===== src/rtl/rv_fetch_buffer.sv =====
// Instruction fetch/alignment stage: word-aligned reads from instruction memory,
// a 4-parcel halfword queue, and one 16- or 32-bit instruction per output handshake.
module rv_fetch_buffer #(
    parameter logic [31:0] RESET_PC = 32'h0000_0000
) (
    input  logic        clock,
    input  logic        reset_n,
    input  logic        redirect,
    input  logic [31:0] redirect_pc,
    output logic        mem_req_valid,
    input  logic        mem_req_ready,
    output logic [31:0] mem_req_addr,
    input  logic        mem_resp_valid,
    input  logic [31:0] mem_resp_data,
    output logic        out_valid,
    input  logic        out_ready,
    output logic [31:0] out_inst,
    output logic [31:0] out_pc,
    output logic        out_compressed
);

    logic [15:0] parcel_q [4];
    logic [1:0]  rd_ptr;
    logic [2:0]  count;
    logic [31:0] head_pc;
    logic [31:0] fetch_addr;
    logic        skip_low;
    logic        outstanding;
    logic        drop;

    logic [15:0] h0;
    logic [15:0] h1;
    logic        is_c;
    logic        inst_avail;
    logic        req_fire;
    logic        resp_fire;
    logic        out_fire;
    logic [2:0]  pop_n;
    logic [2:0]  push_n;
    logic [1:0]  wr_ptr;

    assign h0   = parcel_q[rd_ptr];
    assign h1   = parcel_q[rd_ptr + 2'd1];
    assign is_c = (h0[1:0] != 2'b11);

    // NOTE: every combinational output gets a default-free full assignment, so no latch can be inferred.
    always_comb begin
        inst_avail     = is_c ? (count >= 3'd1) : (count >= 3'd2);
        out_valid      = reset_n & ~redirect & inst_avail;
        out_inst       = is_c ? {16'h0000, h0} : {h1, h0};
        out_pc         = head_pc;
        out_compressed = is_c;
        mem_req_valid  = reset_n & ~outstanding & (count <= 3'd2) & ~redirect;
        mem_req_addr   = fetch_addr;
    end

    assign req_fire  = mem_req_valid & mem_req_ready;
    assign resp_fire = mem_resp_valid & outstanding;
    assign out_fire  = out_valid & out_ready;

    always_comb begin
        pop_n  = 3'd0;
        push_n = 3'd0;
        if (out_fire)
            pop_n = is_c ? 3'd1 : 3'd2;
        if (resp_fire && !drop)
            push_n = skip_low ? 3'd1 : 3'd2;
    end

    // Push position is relative to the pre-pop head; a same-cycle pop never moves it.
    assign wr_ptr = rd_ptr + count[1:0];

    // NOTE: parcel storage carries no reset; count alone decides which entries are meaningful.
    always_ff @(posedge clock) begin
        if (resp_fire && !drop && !redirect) begin
            if (skip_low) begin
                parcel_q[wr_ptr] <= mem_resp_data[31:16];
            end else begin
                parcel_q[wr_ptr]        <= mem_resp_data[15:0];
                parcel_q[wr_ptr + 2'd1] <= mem_resp_data[31:16];
            end
        end
    end

    // NOTE: sequential state uses non-blocking assignments so every update sees pre-edge values.
    always_ff @(posedge clock or negedge reset_n) begin
        if (!reset_n) begin
            rd_ptr      <= 2'd0;
            count       <= 3'd0;
            head_pc     <= {RESET_PC[31:1], 1'b0};
            fetch_addr  <= {RESET_PC[31:2], 2'b00};
            skip_low    <= RESET_PC[1];
            outstanding <= 1'b0;
            drop        <= 1'b0;
        end else if (redirect) begin
            count      <= 3'd0;
            head_pc    <= {redirect_pc[31:1], 1'b0};
            fetch_addr <= {redirect_pc[31:2], 2'b00};
            skip_low   <= redirect_pc[1];
            // A stale in-flight read must still be absorbed before fetching again.
            if (outstanding && !mem_resp_valid) begin
                drop <= 1'b1;
            end else if (outstanding) begin
                outstanding <= 1'b0;
                drop        <= 1'b0;
            end
        end else begin
            count  <= count - pop_n + push_n;
            rd_ptr <= rd_ptr + pop_n[1:0];
            if (out_fire)
                head_pc <= head_pc + (is_c ? 32'd2 : 32'd4);
            if (req_fire) begin
                outstanding <= 1'b1;
                fetch_addr  <= fetch_addr + 32'd4;
            end
            if (resp_fire) begin
                outstanding <= 1'b0;
                if (drop)
                    drop <= 1'b0;
                else if (skip_low)
                    skip_low <= 1'b0;
            end
        end
    end

endmodule


===== config.mk =====
export PLATFORM = sky130hd
export DESIGN_NAME = rv_fetch_buffer
export DESIGN_NICKNAME = d
export VERILOG_FILES = /design/src/rtl/rv_fetch_buffer.sv
export SDC_FILE = /design/constraint.sdc
export NUM_CORES = 1
export LEC_CHECK = 0
export BUFFER_PORTS_ARGS = -buffer_cell sky130_fd_sc_hd__buf_2
export CORE_ASPECT_RATIO = 0.8
export CORE_UTILIZATION = 30
export CTS_CLUSTER_DIAMETER = 200
export CTS_CLUSTER_SIZE = 28
export DETAILED_ROUTE_END_ITERATION = 7
export HOLD_SLACK_MARGIN = 0.12
export PLACE_DENSITY = 0.58
export SETUP_SLACK_MARGIN = 0.3
export SYNTH_ARGS = -nofsm -noshare
export SYNTH_HDL_FRONTEND = slang
export SYNTH_SLANG_ARGS = --single-unit

===== constraint.sdc =====
create_clock -name clock -period 9.4 [get_ports clock]
set_input_delay 2.35 -clock clock [delete_from_list [all_inputs] [get_ports clock]]
set_output_delay 2.35 -clock clock [all_outputs]
set_load 0.005 [all_outputs]

After elaboration in Yosys (flattened, before gate mapping)
Memories as Yosys holds them, arrays and structs flattened.
Cells that the tools add are included.
{"block": "word_totals", "register_bits": 72, "mem_bits_rw": 64, "inputBits": 70, "output_inout_bits": 99, "word_cells": 77, "memories": 1}
{"block": "classes", "addsub": 8, "magnitude_cmp": 3, "eq_ne": 4, "mux": 30, "n_bitwise": 11, "reduce_logical": 13}
{"name": "parcel_q", "words": 4, "width": 16, "read_ports": 2, "rd_ports_with_merged_regs": 0, "write_ports": 2, "line": "22", "text": "logic [15:0] parcel_q [4];"}
{"op": "2-to-1 mux 32 bit", "n": 5}
{"op": "adder 32 x 3 -> 32 bit", "n": 1}
{"op": "adder 32 x 3 -> 32 bit (second input constant)", "n": 1}
{"op": "2-to-1 mux 1 bit", "n": 18}
{"op": "2-to-1 mux 16 bit", "n": 1}
{"op": "AND 1 bit", "n": 8}
{"op": "2-to-1 mux 2 bit", "n": 4}
{"op": "2-to-1 mux 3 bit", "n": 2}
{"op": "inequality test 2 bit (second input constant)", "n": 3}
{"op": "AND reduction 2 bit", "n": 3}
{"op": "nonzero test 2 bit", "n": 3}
{"op": "adder 2 x 1 -> 2 bit (second input constant)", "n": 2}
{"op": "adder 2 bit", "n": 2}
{"op": "adder 3 bit", "n": 1}
{"op": ">= comparator 3 x 1 -> 1 bit (second input constant)", "n": 1}
{"op": ">= comparator 3 x 2 -> 1 bit (second input constant)", "n": 1}
{"op": "<= comparator 3 x 2 -> 1 bit (second input constant)", "n": 1}
{"op": "logical AND 1 bit", "n": 3}
{"op": "logical NOT 1 bit", "n": 3}
{"op": "inequality test 3 x 1 -> 1 bit (second input constant)", "n": 1}
{"op": "nonzero test 3 bit", "n": 1}
{"op": "subtractor 3 bit", "n": 1}
{"op": "NOT 1 bit", "n": 2}
{"op": "bitwise OR 1 bit", "n": 1}

Longest topological paths before layout
Gate-level depths: netlist of the first run.
An unclocked memory read counts as a cell.
{"block": "logic_depth", "word_depth": 9, "ltp_mapped": 11, "depth_no_buf": 10}

Worst setup path before layout of the first run
Ideal clock, no wire load.
{"block": "synth_timing", "path_type": "input to output", "from": "input redirect", "to": "output out_valid", "arrival_ps": 3448, "t_required_ps": 7050, "setup_slack_ps": 3602, "stages": 5, "path_buffers": 3, "cell_sequence": "clkbuf_1 > inv_1 > clkbuf_1 > clkbuf_1 > o211a_1"}
{"block": "synth_between", "elab_chain_len": 3}
{"item": "start: declaration", "line": "8", "text": "input logic redirect,"}
{"item": "NOT 1 bit", "line": "49", "text": "out_valid = reset_n & ~redirect & inst_avail;"}
{"item": "AND 1 bit (2 in series)", "line": "49"}
{"item": "end: declaration", "line": "15", "text": "output logic out_valid,"}
No other way between the ends.

Worst setup path after layout of the first run
{"block": "layout_timing", "from": "input reset_n", "to": "output out_valid"}
{"block": "layout_between", "elab_chain_len": 2}
{"item": "start: declaration", "line": "7", "text": "input logic reset_n,"}
{"item": "AND 1 bit (2 in series)", "line": "49"}
No other way between the ends.

==> results.json, run 1 <==
{
  "yosysSeqAreaShare": 0.473,
  "relSlewSlack": 0.256,
  "powerDensity_mw_per_mm2": 208,
  "vias": 6044,
  "io_buffers": 164,
  "cts_tree": "built",
  "synth_edf_count": 64,
  "clockPowerShare": 0.332,
  "gp_congestion": 0.852,
  "synth.most_common_cell": "mux2_2",
  "netlist.top_cell.by_area": "edfxtp_1",
  "cp_max_fo": 50,
  "crit_arrival_ns": 3.66,
  "overflow": 0,
  "status": "finished clean",
  "synth_area_mm2": 0.00772,
  "startpoint_type": "input pin",
  "grt_max_degree": 61,
  "postRouteAntennaNets": 0,
  "setup_tns_ns": 0,
  "intPower_mw": 1.31,
  "yosys-top-cells-area": "edfxtp_1 (25%), dfrtp_1 (22%), mux2_2 (12%)",
  "cts_num_sinks": 133,
  "tightest_slew_ns": 1.12,
  "cts_buffers": 17,
  "clkTransAtPathRegs_ns": 0.07,
  "syn2layout_area_growth_pct": 23.2,
  "drv_cap": 0,
  "drive_gt1_frac": 0.399,
  "fmax_mhz": 166,
  "cp-end-kind": "output pin",
  "setup_viol": 0,
  "hpwl_um": 15300,
  "finalHoldViolCount": 0,
  "combPwrFrac": 0.298,
  "routed_via_density": 5.24,
  "routed_wl_um": 22300,
  "worstPathRequired_ns": 7.05,
  "fin_crit_ns": 6.01,
  "hold_class": "flip-flop to flip-flop",
  "die-area_mm2": 0.0264,
  "clock_insertion_delay_worst_skew_ns": 0.42,
  "worstSetupPathType": "input pin to output pin",
  "final_nets": 889,
  "finalCritPeriodShare": 0.639,
  "synth.avg_cell_area_um2": 11.9,
  "hold_depth": 1,
  "initial_core_util": 0.305,
  "drcViolationCount": 0,
  "synth_warnings": 0,
  "cts_setup_buffers": 0,
  "grt_usage": 0.170,
  "synth_top_area_share": 0.249,
  "synth_flop_cell": "dfrtp_1",
  "final_cell_area_mm2": 0.00951,
  "ys_seq_elements": 133,
  "post_cts_resized": 0,
  "drt-initial-drc-count": 377,
  "slew_viol_final": 0,
  "fp.dieH_um": 145,
  "cts-root-buf": "clkbuf_16",
  "power.leakage_nw": 3.77,
  "ir_drop_v": 0.000131,
  "hold_buffers": 0,
  "fillers": 2478,
  "rsz0062_at_grt": "no",
  "num_rows": 52,
  "swShare": 0.335,
  "p_switching_mw": 0.662,
  "grt_pass1_wl_um": 34800,
  "core_area_mm2": 0.0253,
  "skew_ns": 0.0118,
  "power_frac_seq": 0.370,
  "synth.distinct_cells": 57,
  "drt-pass1-iter-count": 7,
  "dpl-instance-area_mm2": 0.00892,
  "r2r_cells": 9,
  "async_flop_share": 0.519,
  "synth_cells": 651,
  "first_global_vias": 6036,
  "io_pins": 169,
  "die_x_um": 181,
  "antenna_found_initial": 5,
  "htree_levels": 4,
  "synth_commonest_cells": "mux2_2 (80), dfrtp_1 (69), edfxtp_1 (64)",
  "cts_buffer_depth": 2,
  "wl_per_cell_um": 19.4
}
[cells by family (layout without fill, tap and decap cells)]
group,after synthesis,count (layout),synth area share
DFF,133,133,0.473
AOI/OAI and AO/OA,111,111,0.100
and+or+nand+nor,187,187,0.127
adders and majority gates,8,8,0.0159
buffers and inverters,60,231,0.0321
other,1,8,0.000486
muxes,115,115,0.211
xor gates and xnor gates,36,36,0.0408
[critical path, stage by stage]
cell and delay (ns):
buf_4 0.31, buf_4 0.59, o211a_1 0.24, buf_2 0.13
[power groups by stage]
| stage | Combinational [mW] | Sequential, mW | Clock (mW) |
|---|---|---|---|
| floorplan | 0.398 | 0.711 | 0 |
| CTS | 0.600 | 0.731 | 0.667 |
| global placement | 0.588 | 0.740 | 0 |
| detailed placement | 0.597 | 0.742 | 0 |
| global route | 0.646 | 0.741 | 0.690 |
| finish | 0.588 | 0.731 | 0.656 |
[final timing paths]
kind,startpoint,endpoint,slack [ns]
max,reset_n,out_valid,3.39
min in group asynchronous,reset_n,mem_req_addr[13],1.83
max in group asynchronous,reset_n,drop,6.60
min,mem_req_addr[25],mem_req_addr[25],0.53
max reg2reg,rd_ptr[0],out_pc[31],5.24
min reg2reg,mem_req_addr[25],mem_req_addr[25],0.53
[sequential cells by signal, summed over array words and instances, names as in the netlist]
name	cells
drop	1
skip_low	1
rd_ptr	2
mem_req_addr	30
parcel_q	64
outstanding	1
count	3
out_pc	31
[metrics by stage]
stage	total power [mW]	cells	setup slack [ns]	hold slack, ns	util
2_1_floorplan	1.11	653	3.60	0.501	-
3_3_place_gp	1.33	1116	3.32	0.520	0.353
3_5_place_dp	1.34	1116	3.33	0.522	0.353
4_1_cts	2.00	1148	3.33	0.533	0.375
5_1_grt	2.08	1151	3.23	0.565	0.375
6_report	1.98	1153	3.39	0.534	0.376
[layout make-up]
class	count	area, µm²	share of cell area
multi-input cells	460	3860	0.406
flip-flops and latches	133	3650	0.384
repair buffers	178	928	0.0976
clock buffers	17	425	0.0447
well taps	324	405	0.0426
clock inverters	15	146	0.0154
inverters	21	78.8	0.00829
diodes	5	12.5	0.00132
[routing by layer]
layer,track usage,vias up,share of wire
li1,-,2837,-
met1,0.232,3027,0.46
met2,0.266,146,0.47
met3,0.0380,32,0.045
met4,0.0610,2,0.022
met5,0,-,0.00058
[layout by cell type, fill, tap and decap left out, types with 7 or more instances in the layout]
cell / count
buf_2: 163
o21ai_0: 27
o2111ai_1: 7
o311ai_0: 9
o211ai_1: 18
nand4_1: 15
xnor2_1: 22
dfrtp_1: 68
inv_1: 21
and3_1: 22
mux4_2: 30
nor3_1: 9
a21oi_1: 19
mux2_2: 80
buf_4: 15
clkbuf_16: 17
edfxtp_1: 64
nor2_1: 30
nand2_1: 43
xor2_1: 14
or3_1: 8
nand3_1: 25
Note: power is estimated with default switching activity, not from simulation.
==> inputs of run 2 (changes only) <==
- ABC_AREA: default -> 1
- clock period: 9.4 -> 5.85 ns (I/O delays scaled with it)
==> results.json, run 2 <==
{
  "fin_crit_ns": 3.84,
  "clkTransAtPathRegs_ns": 0.06,
  "fp.dieH_um": 155,
  "drv_cap": 0,
  "ir_drop_v": 0.000184,
  "initial_core_util": 0.307,
  "synth_cells": 1194,
  "postRouteAntennaNets": 0,
  "startpoint_type": "flip-flop",
  "mostFrequentLayoutCells": "nand2_1 (406), buf_2 (163), nor2_1 (118)",
  "yosysSeqAreaShare": 0.418,
  "tightest_slew_ns": 0.887,
  "first_global_vias": 7746,
  "largest_reg_flops": 64,
  "setup_viol": 0,
  "core_area_mm2": 0.0284,
  "drive_gt1_frac": 0.178,
  "hold_depth": 2,
  "num_rows": 55,
  "final_common_cell": "nand2_1",
  "power.leakage_nw": 4.73,
  "crit_arrival_ns": 2.38,
  "yosys-top-cells-area": "edfxtp_1 (22%), dfrtp_1 (20%), nand2_1 (17%)",
  "post_cts_resized": 0,
  "powerDensity_mw_per_mm2": 363,
  "cts_tree": "built",
  "synth_flop_cell": "dfrtp_1",
  "antenna_found_initial": 0,
  "die_x_um": 193,
  "die-area_mm2": 0.0298,
  "routed_wl_um": 29100,
  "gp_congestion": 0.906,
  "cts_setup_buffers": 0,
  "synth.avg_cell_area_um2": 7.31,
  "grt_usage": 0.196,
  "syn2layout_area_growth_pct": 19.4,
  "htree_levels": 4,
  "final_nets": 1410,
  "vias": 8481,
  "wl_per_cell_um": 17.0,
  "ys_seq_elements": 133,
  "setup_tns_ns": 0,
  "clock_insertion_delay_worst_skew_ns": 0.43,
  "holdWs_ns": 0.524,
  "hold_buffers": 0,
  "fmax_mhz": 260,
  "async_flop_share": 0.519,
  "fin_cells": 1716,
  "layout_setup_ws_ns": 2.01,
  "dp.cells": 1683,
  "synth_top_area_share": 0.220,
  "grt_pass1_wl_um": 44200,
  "synth_warnings": 0,
  "cts_buffers": 17,
  "grt_max_degree": 58,
  "drt-pass1-iter-count": 8,
  "violations": "design-rule violations",
  "cts-root-buf": "clkbuf_16",
  "finalHoldViolCount": 0,
  "finalCritPeriodShare": 0.657,
  "seq_area_mm2": 0.00365,
  "worstPathRequired_ns": 4.39,
  "synth_area_mm2": 0.00872,
  "drt-initial-drc-count": 918,
  "finalPower_mw": 3.78,
  "synth_commonest_cells": "nand2_1 (406), nor2_1 (118), nand3_1 (85)",
  "cp-end-kind": "output pin",
  "worstSetupPathType": "flip-flop to output pin",
  "fillers": 2987,
  "status": "finished with violations",
  "skew_ns": 0.0122,
  "overflow": 0,
  "io_pins": 169,
  "cp_max_fo": 37,
  "io_buffers": 164,
  "routed_via_density": 4.94,
  "synth.distinct_cells": 48,
  "relSlewSlack": 0.407,
  "synth_edf_count": 64,
  "hpwl_um": 20900,
  "multi_input_area_mm2": 0.00446,
  "largest-register": "parcel_q",
  "cts_num_sinks": 133,
  "netlist.top_cell.by_area": "edfxtp_1",
  "slew_viol_final": 0,
  "cts_buffer_depth": 2,
  "rsz0062_at_grt": "no",
  "hold_class": "flip-flop to flip-flop",
  "r2r_cells": 14,
  "place_ws_ns": 1.65,
  "drcViolationCount": 16,
  "synth.most_common_cell": "nand2_1"
}
==> run 2: cell types whose count changed after synthesis, sizes merged, moves of 29 or more <==
cell	change
mux2	-80
mux4	-30
inv	+66
nor2	+96
buf	+29
nand3	+69
o21ai	+97
nand2	+369
==> run 2: kinds of logic after synthesis <==
group / after synthesis / share of synthesized area
and+or+nand+nor: 662 / 0.321
xor gates and xnor gates: 35 / 0.0360
other: 1 / 0.000430
adders and majority gates: 8 / 0.0141
AOI/OAI and AO/OA: 208 / 0.136
buffers and inverters: 147 / 0.0739
DFF: 133 / 0.418
==> run 2: power breakdown <==
| group | internal [mW] | total [mW] | switching (mW) |
|---|---|---|---|
| clock | 0.640 | 1.10 | 0.463 |
| sequential | 1.11 | 1.26 | 0.145 |
| combinational | 0.510 | 1.41 | 0.904 |
==> run 2: path summary, 6_finish.rpt <==
kind / startpoint / end / slack [ns]
setup reg to reg: rd_ptr[0] / count[2] / 2.43
hold reg to reg: drop / drop / 0.52
max in group asynchronous: reset_n / out_pc[24] / 3.93
min in group asynchronous: reset_n / mem_req_addr[21] / 0.88
hold / removal: drop / drop / 0.52
setup / recovery: rd_ptr[0] / out_inst[31] / 2.01
==> run 2: stage by stage <==
stage / instance area (µm²) / utilization
after floorplan: 8730 / -
after global routing: 10400 / 0.366
after detailed placement: 9820 / 0.345
after CTS: 10400 / 0.366
after global placement: 9820 / 0.345
final: 10400 / 0.366
==> run 2: layout make-up <==
type,instances,share of cell area
clock buffer,17,0.0409
clock inverter,15,0.0162
timing repair buffer,176,0.0877
sequential,133,0.350
inverter,88,0.0321
tap,370,0.0445
multi-input combinational,916,0.428
antenna,1,0.000240
==> run 2: layer usage <==
metal	share of wire	GRT usage
met1	0.48	0.295
met2	0.43	0.290
met3	0.074	0.0345
met4	0.0082	0.0457
met5	0	0
==> run 2: critical path, cell delays in order (launching register included) <==
cell and delay, ns:
dfrtp_1 0.39, buf_4 0.38, nand2_1 0.09, inv_1 0.50
nand2_1 0.12, a31oi_1 0.29, buf_2 0.17
==> inputs of run 3 (changes only) <==
- PLACE_DENSITY: 0.58 -> 0.59
- clock period: 5.85 -> 3.3 ns (I/O delays scaled with it)
==> results.json, run 3 (synthesis gave the netlist of run 2 again) <==
{
  "r2r-end": "out_pc[19]",
  "largest_reg_flops": 64,
  "drcViolationCount": 14,
  "hold_class": "input pin to async pin",
  "num_rows": 55,
  "clkTransAtPathRegs_ns": 0.07,
  "startpoint_type": "flip-flop",
  "status": "finished with violations",
  "final_nets": 1427,
  "gp_congestion": 0.889,
  "finalCritPeriodShare": 0.864,
  "r2r-start": "rd_ptr[0]",
  "routed_via_density": 5.02,
  "wl_per_cell_um": 17.0,
  "fmax_mhz": 351,
  "largest-register": "parcel_q",
  "worstPathRequired_ns": 2.47,
  "routed_wl_um": 29500,
  "cp-endpoint": "out_inst[24]",
  "grt_max_degree": 53,
  "power.leakage_nw": 4.82,
  "crit_arrival_ns": 2.03,
  "skew_ns": 0.0137,
  "violations": "design-rule violations",
  "fin_cells": 1736,
  "mostFrequentLayoutCells": "nand2_1 (405), buf_2 (164), nor2_1 (117)",
  "tightest_slew_ns": 0.754,
  "clock_insertion_delay_worst_skew_ns": 0.43,
  "overflow": 0,
  "cp-end-kind": "output pin",
  "die_x_um": 193,
  "seq_area_mm2": 0.00365,
  "syn2layout_area_growth_pct": 21.6,
  "cts_buffers": 17,
  "reg2reg_slack_ns": 0.58,
  "slew_viol_final": 0,
  "initial_core_util": 0.307,
  "multi_input_area_mm2": 0.00449,
  "rsz0062_at_grt": "no",
  "fillers": 2993,
  "hpwl_um": 21500,
  "hold_buffers": 0,
  "relSlewSlack": 0.495,
  "grt_usage": 0.202,
  "postRouteAntennaNets": 0,
  "worstSetupPathType": "flip-flop to output pin",
  "startpoint": "rd_ptr[0]",
  "first_global_vias": 8153,
  "cts_buffer_depth": 2,
  "cp_max_fo": 19,
  "powerDensity_mw_per_mm2": 642,
  "cts_tree": "built",
  "vias": 8711,
  "dp.cells": 1697,
  "io_pins": 169,
  "drive_gt1_frac": 0.194,
  "setup_viol": 0,
  "antenna_found_initial": 4,
  "drt-pass1-iter-count": 7,
  "grt_pass1_wl_um": 45900,
  "cts_num_sinks": 133,
  "cts-root-buf": "clkbuf_16",
  "ir_drop_v": 0.000314,
  "io_buffers": 164,
  "core_area_mm2": 0.0284,
  "drv_cap": 0,
  "r2r_cells": 16,
  "fin_crit_ns": 2.85,
  "finalHoldViolCount": 0,
  "die-area_mm2": 0.0298,
  "htree_levels": 4,
  "final_common_cell": "nand2_1",
  "drt-initial-drc-count": 791,
  "fp.dieH_um": 155,
  "setup_tns_ns": 0
}
-- run 3: cell count changes in the layout (fill, tap and decap cells not counted), moves of 2 or more --
cell | before | now
buf_4 | 13 | 24
a31oi_1 | 16 | 13
a31oi_2 | 0 | 3
buf_6 | 0 | 3
clkinv_4 | 1 | 4
diode_2 | 1 | 4
buf_12 | 0 | 2
inv_1 | 82 | 80
inv_6 | 5 | 3
-- run 3: what timing repair did --
| action | in CTS | in global routing |
|---|---|---|
| endpoints found under the setup margin | 16 | 15 |
| hold endpoints to repair | 0 | 0 |
| pin swaps | 0 | 1 |
| resized for setup | 3 | 8 |
| setup buffers | 2 | 1 |
| cloned | 0 | 0 |
-- run 3: power by group --
group | switching [mW] | internal (mW) | total [mW]
clock network | 0.851 | 1.07 | 1.92
logic | 1.64 | 0.998 | 2.63
registers | 0.278 | 1.98 | 2.25
-- run 3: worst min-delay path by stage --
stage          slack (ns)               end  depth (start not counted)  startpoint
2_1_floorplan        0.48              drop                          2        drop
3_3_place_gp         0.50              drop                          2        drop
3_5_place_dp         0.51              drop                          2        drop
4_1_cts              0.44  mem_req_addr[17]                          2     reset_n
5_1_grt              0.44  mem_req_addr[22]                          2     reset_n
6_report             0.44  mem_req_addr[22]                          2     reset_n
-- run 3: cell type report --
class / count / share of cell area
well taps: 370 / 0.0436
repair buffers: 193 / 0.101
flip-flops and latches: 133 / 0.344
clock buffers: 17 / 0.0401
clock inverters: 15 / 0.0154
inverters: 88 / 0.0318
multi-input cells: 916 / 0.423
diodes: 4 / 0.000943
-- run 3: through the flow --
stage / hold WS (ns) / util / power [mW] / cell area [µm²] / setup slack [ns]
final: 0.438 / 0.373 / 6.81 / 10600 / 0.449
after global routing: 0.436 / 0.373 / 7.26 / 10600 / 0.321
after CTS: 0.443 / 0.371 / 6.84 / 10600 / 0.342
after detailed placement: 0.509 / 0.350 / 4.87 / 9940 / 0.377
after global placement: 0.503 / 0.350 / 4.82 / 9940 / 0.421
after floorplan: 0.484 / - / 3.83 / 8730 / 0.361
-- run 3: critical path, cell delays in order (launching register included) --
cell and delay [ns]:
dfrtp_1 0.46, buf_6 0.20, nand2_1 0.08, nand3_1 0.08
nand2_2 0.12, nand2_4 0.08, buf_4 0.22, a31oi_1 0.20
buf_2 0.15
-- run 3: layer usage --
| metal | wire [µm] | part of all wire | track usage |
|---|---|---|---|
| met5 | 0 | 0 | 0 |
| met4 | 438 | 0.015 | 0.0649 |
| met3 | 1960 | 0.066 | 0.0363 |
| met2 | 12800 | 0.43 | 0.290 |
| met1 | 14300 | 0.49 | 0.302 |
